## src/rtl/cam_pixel_capture_if.sv

```systemverilog
// Camera byte stream (camera -> capture) and decimated pixel stream (capture -> detector).
interface cam_byte_if;
  logic       cam_vsync;
  logic       cam_href;
  logic       cam_de;
  logic [7:0] cam_data;

  modport master(output cam_vsync, output cam_href, output cam_de, output cam_data);
  modport slave (input  cam_vsync, input  cam_href, input  cam_de, input  cam_data);
endinterface

interface pix_out_if;
  logic [11:0] pix_data;
  logic [18:0] pix_row;
  logic [18:0] pix_col;
  logic        pix_valid;
  logic        frame_start;
  logic        frame_done;
  logic        line_err;
  logic        frame_err;

  modport master(output pix_data, output pix_row, output pix_col, output pix_valid,
                 output frame_start, output frame_done, output line_err, output frame_err);
  modport slave (input  pix_data, input  pix_row, input  pix_col, input  pix_valid,
                 input  frame_start, input  frame_done, input  line_err, input  frame_err);
endinterface

```

## src/rtl/cam_pixel_capture.sv

```systemverilog
// Pairs RGB444 camera bytes into pixels, decimates 2x2 and emits the output raster.
// All outputs are registered: pulses appear one clock after the input cycle that causes them.
module cam_pixel_capture #(
  parameter int SRC_WIDTH  = 640,
  parameter int SRC_HEIGHT = 480,
  parameter int IMG_WIDTH  = SRC_WIDTH / 2,
  parameter int IMG_HEIGHT = SRC_HEIGHT / 2
) (
  input  logic      clk,
  input  logic      reset,
  cam_byte_if.slave cam,
  pix_out_if.master pix
);

  localparam int BYTES = 2 * SRC_WIDTH;
  localparam int BCW   = $clog2(BYTES) + 1;
  localparam int PXW   = $clog2(SRC_WIDTH + 1);
  localparam int LNW   = $clog2(SRC_HEIGHT + 1);

  localparam logic [BCW-1:0] BYTES_C   = BCW'(BYTES);
  localparam logic [PXW-1:0] PIX_MAX   = PXW'(SRC_WIDTH);
  localparam logic [LNW-1:0] LINE_MAX  = LNW'(SRC_HEIGHT);
  localparam logic [PXW-1:0] PIX_LAST  = PXW'(2 * (IMG_WIDTH - 1));
  localparam logic [LNW-1:0] LINE_LAST = LNW'(2 * (IMG_HEIGHT - 1));

  typedef enum logic [1:0] {SYNC, LINE_WAIT, BYTE_HI, BYTE_LO} state_t;

  state_t         state_q, state_d;
  logic           vsync_q, href_q;
  logic [BCW-1:0] byte_cnt_q, byte_cnt_d, byte_cnt_inc;
  logic [PXW-1:0] src_pix_q, src_pix_d;
  logic [LNW-1:0] src_line_q, src_line_d;
  logic [3:0]     red_q, red_d;
  logic           done_seen_q, done_seen_d;
  logic [11:0]    pix_data_q, pix_data_d;
  logic [18:0]    pix_row_q, pix_row_d, pix_col_q, pix_col_d;
  logic           pix_valid_q, pix_valid_d;
  logic           frame_start_q, frame_start_d;
  logic           frame_done_q, frame_done_d;
  logic           line_err_q, line_err_d;
  logic           frame_err_q, frame_err_d;

  logic vsync_fall, vsync_rise, href_rise, href_fall, byte_ok, emit_ok, last_pix;

  assign vsync_fall   = vsync_q & ~cam.cam_vsync;
  assign vsync_rise   = ~vsync_q & cam.cam_vsync;
  assign href_rise    = ~href_q & cam.cam_href;
  assign href_fall    = href_q & ~cam.cam_href;
  // A strobe on the cycle href drops still belongs to the closing line.
  assign byte_ok      = cam.cam_de & (cam.cam_href | href_q);
  assign byte_cnt_inc = (byte_cnt_q == '1) ? byte_cnt_q : byte_cnt_q + 1'b1;
  assign emit_ok      = ~src_line_q[0] & ~src_pix_q[0] &
                        (src_pix_q < PIX_MAX) & (src_line_q < LINE_MAX);
  assign last_pix     = (src_pix_q == PIX_LAST) & (src_line_q == LINE_LAST);

  always_comb begin
    state_d       = state_q;
    byte_cnt_d    = byte_cnt_q;
    src_pix_d     = src_pix_q;
    src_line_d    = src_line_q;
    red_d         = red_q;
    done_seen_d   = done_seen_q;
    pix_data_d    = pix_data_q;
    pix_row_d     = pix_row_q;
    pix_col_d     = pix_col_q;
    pix_valid_d   = 1'b0;
    frame_start_d = 1'b0;
    frame_done_d  = 1'b0;
    line_err_d    = 1'b0;
    frame_err_d   = 1'b0;

    if (vsync_fall) begin
      frame_start_d = 1'b1;
      src_line_d    = '0;
      src_pix_d     = '0;
      byte_cnt_d    = '0;
      done_seen_d   = 1'b0;
      state_d       = LINE_WAIT;
    end else if (vsync_rise) begin
      if (state_q != SYNC) begin
        frame_err_d = ~done_seen_q;
        state_d     = SYNC;
      end
    end else begin
      case (state_q)
        SYNC: ;
        LINE_WAIT: begin
          if (href_rise) begin
            byte_cnt_d = '0;
            src_pix_d  = '0;
            state_d    = BYTE_HI;
          end
        end
        BYTE_HI, BYTE_LO: begin
          if (byte_ok) begin
            byte_cnt_d = byte_cnt_inc;
            if (state_q == BYTE_HI) begin
              red_d   = cam.cam_data[3:0];
              state_d = BYTE_LO;
            end else begin
              state_d = BYTE_HI;
              if (emit_ok) begin
                pix_valid_d = 1'b1;
                pix_data_d  = {red_q, cam.cam_data};
                pix_row_d   = 19'(src_line_q >> 1);
                pix_col_d   = 19'(src_pix_q >> 1);
                if (last_pix) begin
                  frame_done_d = 1'b1;
                  done_seen_d  = 1'b1;
                end
              end
              if (src_pix_q != PIX_MAX) src_pix_d = src_pix_q + 1'b1;
            end
          end
          // Line close: a dangling first byte is simply dropped with the state change.
          if (href_fall) begin
            line_err_d = (byte_cnt_d != BYTES_C);
            if (src_line_q != LINE_MAX) src_line_d = src_line_q + 1'b1;
            state_d = LINE_WAIT;
          end
        end
        default: state_d = SYNC;
      endcase
    end
  end

  always_ff @(posedge clk) begin
    if (reset) begin
      state_q       <= SYNC;
      vsync_q       <= cam.cam_vsync;
      href_q        <= cam.cam_href;
      byte_cnt_q    <= '0;
      src_pix_q     <= '0;
      src_line_q    <= '0;
      red_q         <= '0;
      done_seen_q   <= 1'b0;
      pix_data_q    <= '0;
      pix_row_q     <= '0;
      pix_col_q     <= '0;
      pix_valid_q   <= 1'b0;
      frame_start_q <= 1'b0;
      frame_done_q  <= 1'b0;
      line_err_q    <= 1'b0;
      frame_err_q   <= 1'b0;
    end else begin
      state_q       <= state_d;
      vsync_q       <= cam.cam_vsync;
      href_q        <= cam.cam_href;
      byte_cnt_q    <= byte_cnt_d;
      src_pix_q     <= src_pix_d;
      src_line_q    <= src_line_d;
      red_q         <= red_d;
      done_seen_q   <= done_seen_d;
      pix_data_q    <= pix_data_d;
      pix_row_q     <= pix_row_d;
      pix_col_q     <= pix_col_d;
      pix_valid_q   <= pix_valid_d;
      frame_start_q <= frame_start_d;
      frame_done_q  <= frame_done_d;
      line_err_q    <= line_err_d;
      frame_err_q   <= frame_err_d;
    end
  end

  assign pix.pix_data    = pix_data_q;
  assign pix.pix_row     = pix_row_q;
  assign pix.pix_col     = pix_col_q;
  assign pix.pix_valid   = pix_valid_q;
  assign pix.frame_start = frame_start_q;
  assign pix.frame_done  = frame_done_q;
  assign pix.line_err    = line_err_q;
  assign pix.frame_err   = frame_err_q;

endmodule

```

## src/flat_wrapper.sv

```systemverilog
// flat-port wrapper written by rule: the top's interface ports become plain ports
module cam_pixel_capture_flat 
#(
  parameter int SRC_WIDTH  = 640,
  parameter int SRC_HEIGHT = 480,
  parameter int IMG_WIDTH  = SRC_WIDTH / 2,
  parameter int IMG_HEIGHT = SRC_HEIGHT / 2
)
  (clk, reset, cam_cam_vsync, cam_cam_href, cam_cam_de, cam_cam_data, pix_pix_data, pix_pix_row, pix_pix_col, pix_pix_valid, pix_frame_start, pix_frame_done, pix_line_err, pix_frame_err);
  cam_byte_if cam_i ();
  pix_out_if pix_i ();
  input  logic clk;
  input  logic reset;
  input wire logic [$bits(cam_i.cam_vsync)-1:0] cam_cam_vsync;
  input wire logic [$bits(cam_i.cam_href)-1:0] cam_cam_href;
  input wire logic [$bits(cam_i.cam_de)-1:0] cam_cam_de;
  input wire logic [$bits(cam_i.cam_data)-1:0] cam_cam_data;
  output wire logic [$bits(pix_i.pix_data)-1:0] pix_pix_data;
  output wire logic [$bits(pix_i.pix_row)-1:0] pix_pix_row;
  output wire logic [$bits(pix_i.pix_col)-1:0] pix_pix_col;
  output wire logic [$bits(pix_i.pix_valid)-1:0] pix_pix_valid;
  output wire logic [$bits(pix_i.frame_start)-1:0] pix_frame_start;
  output wire logic [$bits(pix_i.frame_done)-1:0] pix_frame_done;
  output wire logic [$bits(pix_i.line_err)-1:0] pix_line_err;
  output wire logic [$bits(pix_i.frame_err)-1:0] pix_frame_err;
  assign cam_i.cam_vsync = cam_cam_vsync;
  assign cam_i.cam_href = cam_cam_href;
  assign cam_i.cam_de = cam_cam_de;
  assign cam_i.cam_data = cam_cam_data;
  assign pix_pix_data = pix_i.pix_data;
  assign pix_pix_row = pix_i.pix_row;
  assign pix_pix_col = pix_i.pix_col;
  assign pix_pix_valid = pix_i.pix_valid;
  assign pix_frame_start = pix_i.frame_start;
  assign pix_frame_done = pix_i.frame_done;
  assign pix_line_err = pix_i.line_err;
  assign pix_frame_err = pix_i.frame_err;
  cam_pixel_capture #(.SRC_WIDTH(SRC_WIDTH), .SRC_HEIGHT(SRC_HEIGHT), .IMG_WIDTH(IMG_WIDTH), .IMG_HEIGHT(IMG_HEIGHT)) u_core (.clk(clk), .reset(reset), .cam(cam_i), .pix(pix_i));
endmodule
```

## config.mk

```make
export PLATFORM = sky130hd
export DESIGN_NAME = cam_pixel_capture_flat
export DESIGN_NICKNAME = d
export VERILOG_FILES = /design/src/rtl/cam_pixel_capture_if.sv /design/src/rtl/cam_pixel_capture.sv /design/src/flat_wrapper.sv
export SDC_FILE = /design/constraint.sdc
export NUM_CORES = 1
export LEC_CHECK = 0
export ABC_AREA = 1
export CAP_MARGIN = 20
export CORE_ASPECT_RATIO = 2
export CORE_MARGIN = 5
export CORE_UTILIZATION = 45
export DETAILED_ROUTE_END_ITERATION = 12
export PLACE_DENSITY = 0.7
export SYNTH_ARGS = -nofsm -noshare
export SYNTH_HDL_FRONTEND = slang
export SYNTH_SLANG_ARGS = --single-unit
```

## constraint.sdc

```tcl
create_clock -name clk -period 3.9 [get_ports clk]
set_input_delay 0.975 -clock clk [delete_from_list [all_inputs] [get_ports clk]]
set_output_delay 0.975 -clock clk [all_outputs]
set_load 0.03 [all_outputs]
```

# Yosys cells after proc, flatten, opt, wreduce, memory -nomap -nowiden
# Index checks and enable logic that the tools add are counted.
[totals] out_inout_bits=55 regBits=74 word_cells=107 inputBits=13
[op_classes] order_cmp=2 n_reduce_logical=18 n_addsub=3 muxes=23 eq_ne=19 bitwise_logic=25
[op_table] operator="two-way mux 12 bit" n=6
[op_table] operator="two-way mux 10 bit" n=4
[op_table] operator="one-hot mux 12 bit (2 select lines)" n=1
[op_table] operator="one-hot mux 10 bit (2 select lines)" n=1
[op_table] operator="AND reduction 6 bit" n=3
[op_table] operator="NOT 1 bit" n=15
[op_table] operator="adder 12 x 1 -> 12 bit (second input constant)" n=1
[op_table] operator="== test 12 bit (second input constant)" n=1
[op_table] operator="!= test 12 x 11 -> 1 bit (second input constant)" n=1
[op_table] operator="AND reduction 4 bit" n=3
[op_table] operator="adder 10 x 1 -> 10 bit (second input constant)" n=1
[op_table] operator="== test 10 bit (second input constant)" n=1
[op_table] operator="< comparator 10 bit (second input constant)" n=1
[op_table] operator="two-way mux 2 bit" n=5
[op_table] operator="!= test 10 bit (second input constant)" n=1
[op_table] operator="adder 9 x 1 -> 9 bit (second input constant)" n=1
[op_table] operator="bitwise AND 1 bit" n=9
[op_table] operator="== test 9 bit (second input constant)" n=1
[op_table] operator="< comparator 9 bit (second input constant)" n=1
[op_table] operator="!= test 9 bit (second input constant)" n=1
[op_table] operator="!= test 4 x 1 -> 1 bit (second input constant)" n=2
[op_table] operator="OR reduction 7 bit" n=1
[op_table] operator="!= test 2 x 1 -> 1 bit (second input constant)" n=3
[op_table] operator="OR reduction 6 bit" n=1
[op_table] operator="17 further kinds" n=25

# Longest topological paths before layout
# Gate-level depths: netlist of the first run.
[logic_depth] word_depth=7 mapped_depth=13 mapped_depth_nobuf=13

# Worst setup path before layout of the first run
# Ideal clock, no wire load.
[synth_timing] path_type="input-to-reg" start="in cam_cam_vsync" end="reg u_core.src_pix_q[4]" arrival_time_ns=2.036 path_buffers=1 stages=10 setup_ns=0.115 t_required_ns=3.785 path_slack_ns=1.749 path_cell_list="ha_1 > inv_1 > nand2_2 > nor2_2 > nand3_2 > inv_2 > buf_6 > nand3_1 > nand2_1 > nor2_1"
[synth_via] elab_chain_cells=3 word_cells_on_any_way=6 cone_classes="4 x bitwise; 2 x reduce/logical"
[synth_rtl] item="from (decl)" line_no="flat_wrapper.sv:14" text="input wire logic [$bits(cam_i.cam_vsync)-1:0] cam_cam_vsync;"
[synth_rtl] item="bitwise AND 1 bit or NOT 1 bit (tied branches)" line_no="cam_pixel_capture.sv:46, cam_pixel_capture.sv:45"
[synth_rtl] item="NOT 1 bit (no line) or bitwise AND 1 bit (tied branches)"
[synth_rtl] item="AND reduction 6 bit (no line) or OR reduction 2 bit (tied branches)"
[synth_rtl] item="to (signal assigned)" line_no="cam_pixel_capture.sv:150" text="src_pix_q <= src_pix_d;"
[synth_rtl] item="to (decl)" line_no="cam_pixel_capture.sv:31" text="logic [PXW-1:0] src_pix_q, src_pix_d;"
# Several ways; a longest one is shown, not always the timed one.
# A chain may end at the register's enable or synchronous reset.

# Worst setup path in the final report of the first run
[layout_timing] start="in cam_cam_href" end="reg u_core.pix_data_q[8] (netlist: u_core.pix.pix_data[8])"
[layout_via] elab_chain_cells=3
[layout_rtl] item="from (decl)" line_no="flat_wrapper.sv:15" text="input wire logic [$bits(cam_i.cam_href)-1:0] cam_cam_href;"
[layout_rtl] item="OR 1 bit" line_no="cam_pixel_capture.sv:50" text="assign byte_ok = cam.cam_de & (cam.cam_href | href_q);"
[layout_rtl] item="bitwise AND 1 bit" line_no="cam_pixel_capture.sv:50"
[layout_rtl] item="AND reduction 6 bit (no line)"
[layout_rtl] item="to (signal assigned)" line_no="cam_pixel_capture.sv:154" text="pix_data_q <= pix_data_d;"
[layout_rtl] item="to (decl)" line_no="cam_pixel_capture.sv:35" text="logic [11:0] pix_data_q, pix_data_d;"
# Every way passes these cells.

==> flow_summary.yaml, run 1 <==
layout:
  stdcell_count: 693
  design_area_um2: 4510
  area_growth_pct: 18.1
  n_antenna_cell: 0
  finalNetCount: 612
  drive_above_1_share: 0.0655
clock_network:
  root_buffer: "clkbuf_16"
  cts_hold_buf: 0
  cts_made_buffers: 9
  clock_tree.buffer_depth: 2
  cts_sinks: 74
  cts-resized-gates: 0
  htreeDepth: 3
  cts_tree: "built"
  cts.clk_slew.worst_paths_ps: 50
  clock_latency_ps: 330
  post-cts-setup-buffer-count: 0
synthesis:
  ys_ff_latch: 74
  synth_ff_type: "dfxtp_1"
  yosys_warnings: 0
  synth_area_leaders: "dfxtp_1, nand2_1, nor2_1"
  synthDistinctLibCells: 33
  yosys.area.top_type: "dfxtp_1"
  syn_area_per_cell_um2: 6.99
  synth_edf_count: 0
  syn_area_um2: 3820
  ys_seq_area_frac: 0.388
  async_reset_ff_frac: 0
  yosysTopAreaCellShare: 0.388
  syn_inst: 547
global_routing:
  grt_pass1_vias: 3414
  grt_max_degree: 34
  antenna_found_initial: 0
  grt.overflow.total: 0
  grt.total_usage: 0.180
  grt_pass1_wl_mm: 15.0
power_and_ir_drop:
  fin_total_pwr_mw: 1.65
  power_leakage_nw: 1.63
  vdd_drop_max_mv: 0.192
  powerDensity_nw_per_um2: 365
setup_path:
  r2r_slack_ps: 1780
  path_max_fanout: 32
  cp_common_cell: "nand2_1"
  timing.rr.start: "u_core.state_q[1]"
  critical_path_required_ps: 4120
  worstSetupPathType: "in -> reg"
  cp_num_buf_inv: 1
  critPathArrivalTime_ps: 3000
  critPathSlowestCell: "clkdlybuf4s50_1"
  startpoint: "cam_cam_href"
  cp-start-kind: "input pin"
  r2r_cells: 7
  cp-end-kind: "flop"
  path_delay_family: "simple AND/OR/NAND/NOR gates"
  cpPeakStageDelay_ps: 580
  crit_chain: "clkdlybuf4s50_1 > o21ai_2 > nor4_4 > nand2_2 > nor2_4 > nand2_1 > nand2_1 > nor2_1"
  rr_endpoint: "u_core.pix.pix_data[8]"
detailed_routing:
  avgViaCountPerCell: 5.09
  wl_per_cell_um: 13.1
  drc_errors: 0
  first_pass_iters: 5
  totalWireLength_mm: 9.08
  vias: 3529
  ant_nets: 0
  drt_iter0_markers: 218
place:
  portBuffers: 46
  post_dp_cell_area_um2: 4230
  dpl.cell_count: 677
  gp_congestion: 0.918
  hpwlAfterDp_mm: 6.79
  pre_cts_slack_ps: 767
timing:
  relSlewSlack: 0.425
  fin_crit_sh: 0.711
  setup_ws_ps: 1130
  finalSetupTns_ps: 0
  rsz0062_at_grt: "false"
  setup_violations: 0
  max_clock_freq_mhz: 361
  maxSlewViolCount: 0
  timing.final.crit_period_ps: 2770
  finClkSkew_ps: 4.22
  hold_viol: 0
  tightest_slew_ps: 861
floorplanning:
  rows: 47
  die_w_um: 75.2
  coreArea_um2: 8290
  fp.dieH_um: 140
  dieArea_um2: 10500
  ios: 68
  start_util: 0.461
flow_run:
  cap_violations: 0
worst_hold_path:
  min_path_type: "reg -> reg"
  whs_endpoint: "u_core.red_q[3]"
  holdCritStartpoint: "u_core.red_q[3]"
  holdPathStages: 2
outcome:
  status: "finished, final reports clean"
## per-stage QoR
stage               hold slack, ps  utilization
floorplan                      400            -
global placement               438        0.510
detailed placement             440        0.510
CTS                            448        0.544
global route                   475        0.544
finish                         451        0.544
## metal layers
metal  GRT usage  routed length, um  share of wire  vias up
met3      0.0323                541          0.060       24
li1            -                  -              -     1811
met4       0.102                263          0.029        0
met1       0.178               3320           0.37     1571
met2       0.332               4960           0.55      123
met5           0                  0              0        -
## cell families (layout without fill, tap and decap cells)
logic type,count (synthesis),after routing,synth area share
AO/OA/AOI/OAI,77,77,0.102
flip-flops,74,74,0.388
XOR/XNOR,6,6,0.0138
buffers and inverters,91,119,0.124
adder cells (fa/ha/maj),9,9,0.0295
AND/OR/NAND/NOR,289,289,0.342
other,1,21,0.000981
## synthesized netlist by cell type, types with 2 or more instances
cell type  instances
a21oi_1           34
buf_4             21
buf_6              7
clkbuf_1           7
dfxtp_1           74
ha_1               9
inv_1             50
inv_2              4
nand2_1          110
nand2_2            3
nand3_1           33
nand3_2            4
nand4_1           12
nor2_1            92
nor2_2             5
nor2_4             3
nor3_1            17
nor3b_1            3
nor4_1             2
o21ai_0           11
o21ai_1           30
xor2_1             5
## power by group
part / internal, mW / switching [mW]
Clock: 0.493 / 0.296
Sequential: 0.759 / 0.00281
Combinational: 0.0276 / 0.0709
Total: 1.28 / 0.370
## worst min-delay path, delay by kind of cell, from the launching register on
kind                   cells  cell delay, ps
DFF                        1             310
AOI/OAI and AO/OA          1              50
buffers and inverters      1              50
## registers in the layout, summed over array words and instances, names as in the netlist, 2 cells and up
register	cells
u_core.src_pix_q	10
u_core.byte_cnt_q	12
u_core.state_q	2
u_core.red_q	4
u_core.pix.pix_col	9
u_core.pix.pix_row	8
u_core.pix.pix_data	12
u_core.src_line_q	9
## layout make-up
| cell class | count | area (um2) |
|---|---|---|
| Sequential cell | 74 | 1480 |
| Tap cell | 98 | 123 |
| Clock buffer | 11 | 233 |
| Timing Repair Buffer | 48 | 475 |
| Inverter | 55 | 206 |
| Multi-Input combinational cell | 402 | 1940 |
| Fill cell | 837 | 3780 |
| Clock inverter | 5 | 55.1 |
## cell usage in the layout, fill, tap and decap left out, drive strengths merged
master and n:
nand2 113, nor2 100, dfxtp 74, inv 54, clkdlybuf4s50 46, o21ai 42, nand3 38, a21oi 34
conb 21, nor3 18, nand4 12, clkbuf 11, ha 9, xor2 5, nor3b 3, nor4 3
clkinv 3, clkinvlp 2, buf 2, nand3b 1, a211oi 1, or3 1, xnor2 1, bufinv 1
## worst max path at each step
stage,cells past startpoint,end
2_1_floorplan,10,u_core.src_pix_q[4]
3_3_place_gp,8,u_core.pix.pix_data[10]
3_5_place_dp,8,u_core.pix.pix_data[8]
4_1_cts,8,u_core.pix.pix_data[8]
5_1_grt,8,u_core.pix.pix_data[9]
6_report,8,u_core.pix.pix_data[8]
Note: power is estimated with default switching activity, not from simulation.
==> run 2, diff against run 1 <==
==> constraint.sdc (replaced) <==
create_clock -name clk -period 2.6 [get_ports clk]
set_input_delay 0.65 -clock clk [delete_from_list [all_inputs] [get_ports clk]]
set_output_delay 0.65 -clock clk [all_outputs]
set_load 0.03 [all_outputs]
==> run 2 against run 1 <==
  * Via count is 1.6% higher
  * Non-clock buffer count is 15 higher
  * Final area is 2.3% higher
  * Flip-flop and latch count stayed put
  * Clock-buffer cell count is 1 lower
  * First-iteration DRC count is 12% lower
==> flow_summary.yaml, run 2 (synthesis results as in run 1) <==
clock_network:
  clock_tree.buffer_depth: 2
  cts_hold_buf: 0
  htreeDepth: 3
  post-cts-setup-buffer-count: 0
  clock_latency_ps: 330
  cts-resized-gates: 0
  cts_tree: "built"
  cts_made_buffers: 9
  root_buffer: "clkbuf_16"
  cts.clk_slew.worst_paths_ps: 60
  cts_sinks: 74
place:
  hpwlAfterDp_mm: 7.40
  dpl.cell_count: 692
  post_dp_cell_area_um2: 4340
  portBuffers: 46
  gp_congestion: 0.926
setup_path:
  critical_path_required_ps: 2870
  cp-end-kind: "flop"
  worstSetupPathType: "in -> reg"
  r2r_slack_ps: 700
  critPathArrivalTime_ps: 2430
  cp-start-kind: "input pin"
  path_max_fanout: 14
timing:
  hold_viol: 0
  maxSlewViolCount: 0
  timing.final.crit_period_ps: 2160
  finClkSkew_ps: 4.70
  fin_crit_sh: 0.830
  holdWs_ps: 444
  finalSetupTns_ps: 0
  rsz0062_at_grt: "false"
  max_clock_freq_mhz: 464
  setup_violations: 0
detailed_routing:
  wl_per_cell_um: 13.4
  avgViaCountPerCell: 5.06
  totalWireLength_mm: 9.46
  vias: 3584
  first_pass_iters: 4
  ant_nets: 0
  drc_errors: 0
  drt_iter0_markers: 191
global_routing:
  grt_pass1_wl_mm: 15.4
  grt_pass1_vias: 3538
  antenna_found_initial: 0
  grt.overflow.total: 0
  grt.total_usage: 0.188
  grt_max_degree: 27
worst_hold_path:
  min_path_type: "reg -> reg"
floorplanning:
  coreArea_um2: 8290
  die_w_um: 75.2
  ios: 68
  fp.dieH_um: 140
  rows: 47
  dieArea_um2: 10500
  start_util: 0.461
layout:
  n_antenna_cell: 0
  final_cell_mix: "nand2_1, nor2_1, dfxtp_1"
  area_growth_pct: 20.9
  fillCellCount: 809
  stdcell_count: 708
  mostFrequentLayoutCell: "nand2_1"
  design_area_um2: 4620
  drive_above_1_share: 0.0918
  finalNetCount: 627
power_and_ir_drop:
  p_clk_frac: 0.467
  power_frac_comb: 0.065
  switchingPower_uw: 583
  power_leakage_nw: 1.70
  fin_total_pwr_mw: 2.44
  internal_power_mw: 1.86
  vdd_drop_max_mv: 0.313
  p_seq_frac: 0.468
  powerDensity_nw_per_um2: 528
  p_sw_frac: 0.239
outcome:
  status: "finished, final reports clean"
flow_run:
  cap_violations: 0
run 2: cell types whose count changed in the layout (fill, tap and decap cells not counted):
cell / change
bufinv_16: -1
clkbuf_1: -2
clkbuf_8: +1
clkinvlp_4: +1
buf_4: +15
inv_6: +1
run 2: area by class of cell:
type,instances,area (um2),share of cell area
Timing Repair Buffer,63,588,0.127
Inverter,55,206,0.0447
Tap cell,98,123,0.0265
Clock buffer,10,239,0.0517
Sequential cell,74,1480,0.321
Clock inverter,6,41.3,0.00894
Multi-Input combinational cell,402,1940,0.420
run 2: metrics by stage:
step                      setup WS (ps)   util
after floorplan                     774      -
after global placement              153  0.523
after detailed placement            122  0.523
after CTS                           463  0.557
after global routing                289  0.557
final                               443  0.557
run 2: worst max-delay path, stage by stage:
cell and delay [ps]:
clkdlybuf4s50_1 590, o21ai_2 120, nor4_4 340, nand2_2 130
nor2_4 200, buf_4 230, nor2_1 50, nor2_1 100
run 2: final timing paths:
check / startpoint / endpoint / cells after the start
worst max-delay path: cam_cam_href / u_core.pix.pix_data[3] / 8
worst min-delay path: u_core.red_q[3] / u_core.red_q[3] / 2
worst min register to register: u_core.red_q[3] / u_core.red_q[3] / 2
worst max register to register: u_core.byte_cnt_q[1] / u_core.pix.line_err / 12
run 2: metal layers:
layer	wire, um	GRT usage	share of wire	vias to the layer above
met4	330	0.119	0.035	0
met1	3390	0.170	0.36	1634
met2	5340	0.351	0.56	85
met3	396	0.0416	0.042	25
li1	-	-	-	1840
met5	0	0	0	-
run 2: power groups by stage:
stage	clock network (mW)	logic [mW]	registers (mW)
5_1_grt	1.22	0.171	1.14
3_5_place_dp	0	0.156	1.17
4_1_cts	1.18	0.156	1.14
2_1_floorplan	0	0.128	1.17
6_report	1.14	0.157	1.14
3_3_place_gp	0	0.155	1.17
==> run 3, diff against run 2 <==
==> constraint.sdc (replaced) <==
create_clock -name clk -period 2.2 [get_ports clk]
set_input_delay 0.55 -clock clk [delete_from_list [all_inputs] [get_ports clk]]
set_output_delay 0.55 -clock clk [all_outputs]
set_load 0.03 [all_outputs]
==> run 3 against run 2 <==
  * Clock power grew 46%
  * Worst setup slack got worse by 280 ps
  * Sequential share of layout area decreased by 1.5 points
  * Sequential power rose by 18%
  * Non-clock buffer count is 18 higher
  * Flip-flop and latch count did not move
  * Critical endpoint is now u_core.pix.line_err
  * Total power up 32%
  * Largest cell class unchanged
==> flow_summary.yaml, run 3 (synthesis results as in run 1) <==
setup_path:
  critPathArrivalTime_ps: 2270
  worstSetupPathType: "in -> reg"
  cpPeakStageDelay_ps: 530
  cp-end-kind: "flop"
  critPathSlowestCell: "clkdlybuf4s50_1"
  cp-start-kind: "input pin"
  path_max_fanout: 4
  crit_chain: "clkdlybuf4s50_1 > nor2_1 > nor2_4 > nand2_1 > buf_4 > nor2_2 > nand2_1 > nand2_1 > nand3_1 > nor2_1 > nand2_1 > nor2_1 > nor2_1"
  critical_path_required_ps: 2430
timing:
  finalSetupTns_ps: 0
  max_clock_freq_mhz: 491
  timing.final.crit_period_ps: 2040
  fin_crit_sh: 0.926
  rsz0062_at_grt: "false"
  finClkSkew_ps: 4.71
  setup_violations: 0
  setup_ws_ps: 163
  hold_viol: 0
  maxSlewViolCount: 0
layout:
  drive_above_1_share: 0.116
  n_antenna_cell: 0
  mostFrequentLayoutCell: "nand2_1"
  area_growth_pct: 26.8
  finalNetCount: 645
  final_cell_mix: "nand2_1, nor2_1, dfxtp_1"
floorplanning:
  ios: 68
  fp.dieH_um: 140
  rows: 47
  start_util: 0.461
  dieArea_um2: 10500
  die_w_um: 75.2
  coreArea_um2: 8290
power_and_ir_drop:
  power_leakage_nw: 1.82
  powerDensity_nw_per_um2: 665
  fin_total_pwr_mw: 3.22
  vdd_drop_max_mv: 0.377
clock_network:
  cts_hold_buf: 0
  cts.clk_slew.worst_paths_ps: 50
  clock_tree.buffer_depth: 2
  clock_latency_ps: 340
  cts_sinks: 74
  root_buffer: "clkbuf_16"
  cts_tree: "built"
  cts-resized-gates: 0
  cts_made_buffers: 9
  htreeDepth: 3
  post-cts-setup-buffer-count: 0
worst_hold_path:
  min_path_type: "reg -> reg"
global_routing:
  grtUsageMet3: 0.0359
  use_met2: 0.360
  grt.total_usage: 0.196
  grt_pass1_wl_mm: 16.4
  grt_use_met1: 0.192
  grt-busiest-layer: "met2"
  grt.overflow.total: 0
  antenna_found_initial: 0
  grt_pass1_vias: 3716
  grt_max_degree: 34
detailed_routing:
  ant_nets: 0
  vias: 3730
  totalWireLength_mm: 9.68
  first_pass_iters: 4
  wl_per_cell_um: 13.3
  avgViaCountPerCell: 5.14
  drc_errors: 0
  drt_iter0_markers: 158
place:
  pre_cts_slack_ps: -186
  hpwlAfterDp_mm: 7.48
  gp_congestion: 0.898
  portBuffers: 46
flow_run:
  cap_violations: 0
outcome:
  status: "finished, final reports clean"
## run 3: cell types whose count changed in the layout (fill, tap and decap cells not counted), sizes merged
cell / previous run / this run
clkinvlp: 3 / 1
buf: 17 / 35
bufinv: 0 / 3
inv: 55 / 54
## run 3: layout make-up
type,count,area [um2]
clock buffers,10,229
fillers,792,3450
multi-input cells,402,1940
inverters,55,206
well taps,98,123
repair buffers,81,748
clock inverters,6,115
flip-flops and latches,74,1480
## run 3: where the power goes
group	internal, mW	switching [mW]	leakage (nW)	total, mW
registers	1.35	0.00481	0.597	1.35
logic	0.0686	0.132	1.06	0.200
clock network	1.11	0.559	0.163	1.67
## run 3: worst max-delay path, delay by kind of cell
kind	cells	cell delay (ps)
buffers and inverters	2	680
AND/OR/NAND/NOR	11	1010
## run 3: through the flow
| step | hold slack (ps) | util | area [um2] | instances |
|---|---|---|---|---|
| floorplan | 400 | - | 3900 | 567 |
| global placement | 418 | 0.543 | 4500 | 710 |
| detailed placement | 429 | 0.543 | 4500 | 710 |
| CTS | 439 | 0.584 | 4840 | 726 |
| global route | 472 | 0.584 | 4840 | 726 |
| finish | 440 | 0.584 | 4840 | 726 |
## run 3: final timing paths
kind	end	depth (start not counted)	slack [ps]	startpoint
max reg2reg	u_core.pix.line_err	12	330	u_core.byte_cnt_q[0]
max	u_core.pix.line_err	13	160	cam_cam_href
min reg2reg	u_core.pix.frame_err	1	440	u_core.done_seen_q
min	u_core.pix.frame_err	1	440	u_core.done_seen_q
## run 3: metal layers
layer | vias up | wire length (um)
li1 | 1878 | -
met1 | 1717 | 3410
met2 | 101 | 5420
met3 | 34 | 443
met4 | 0 | 400
met5 | - | 0
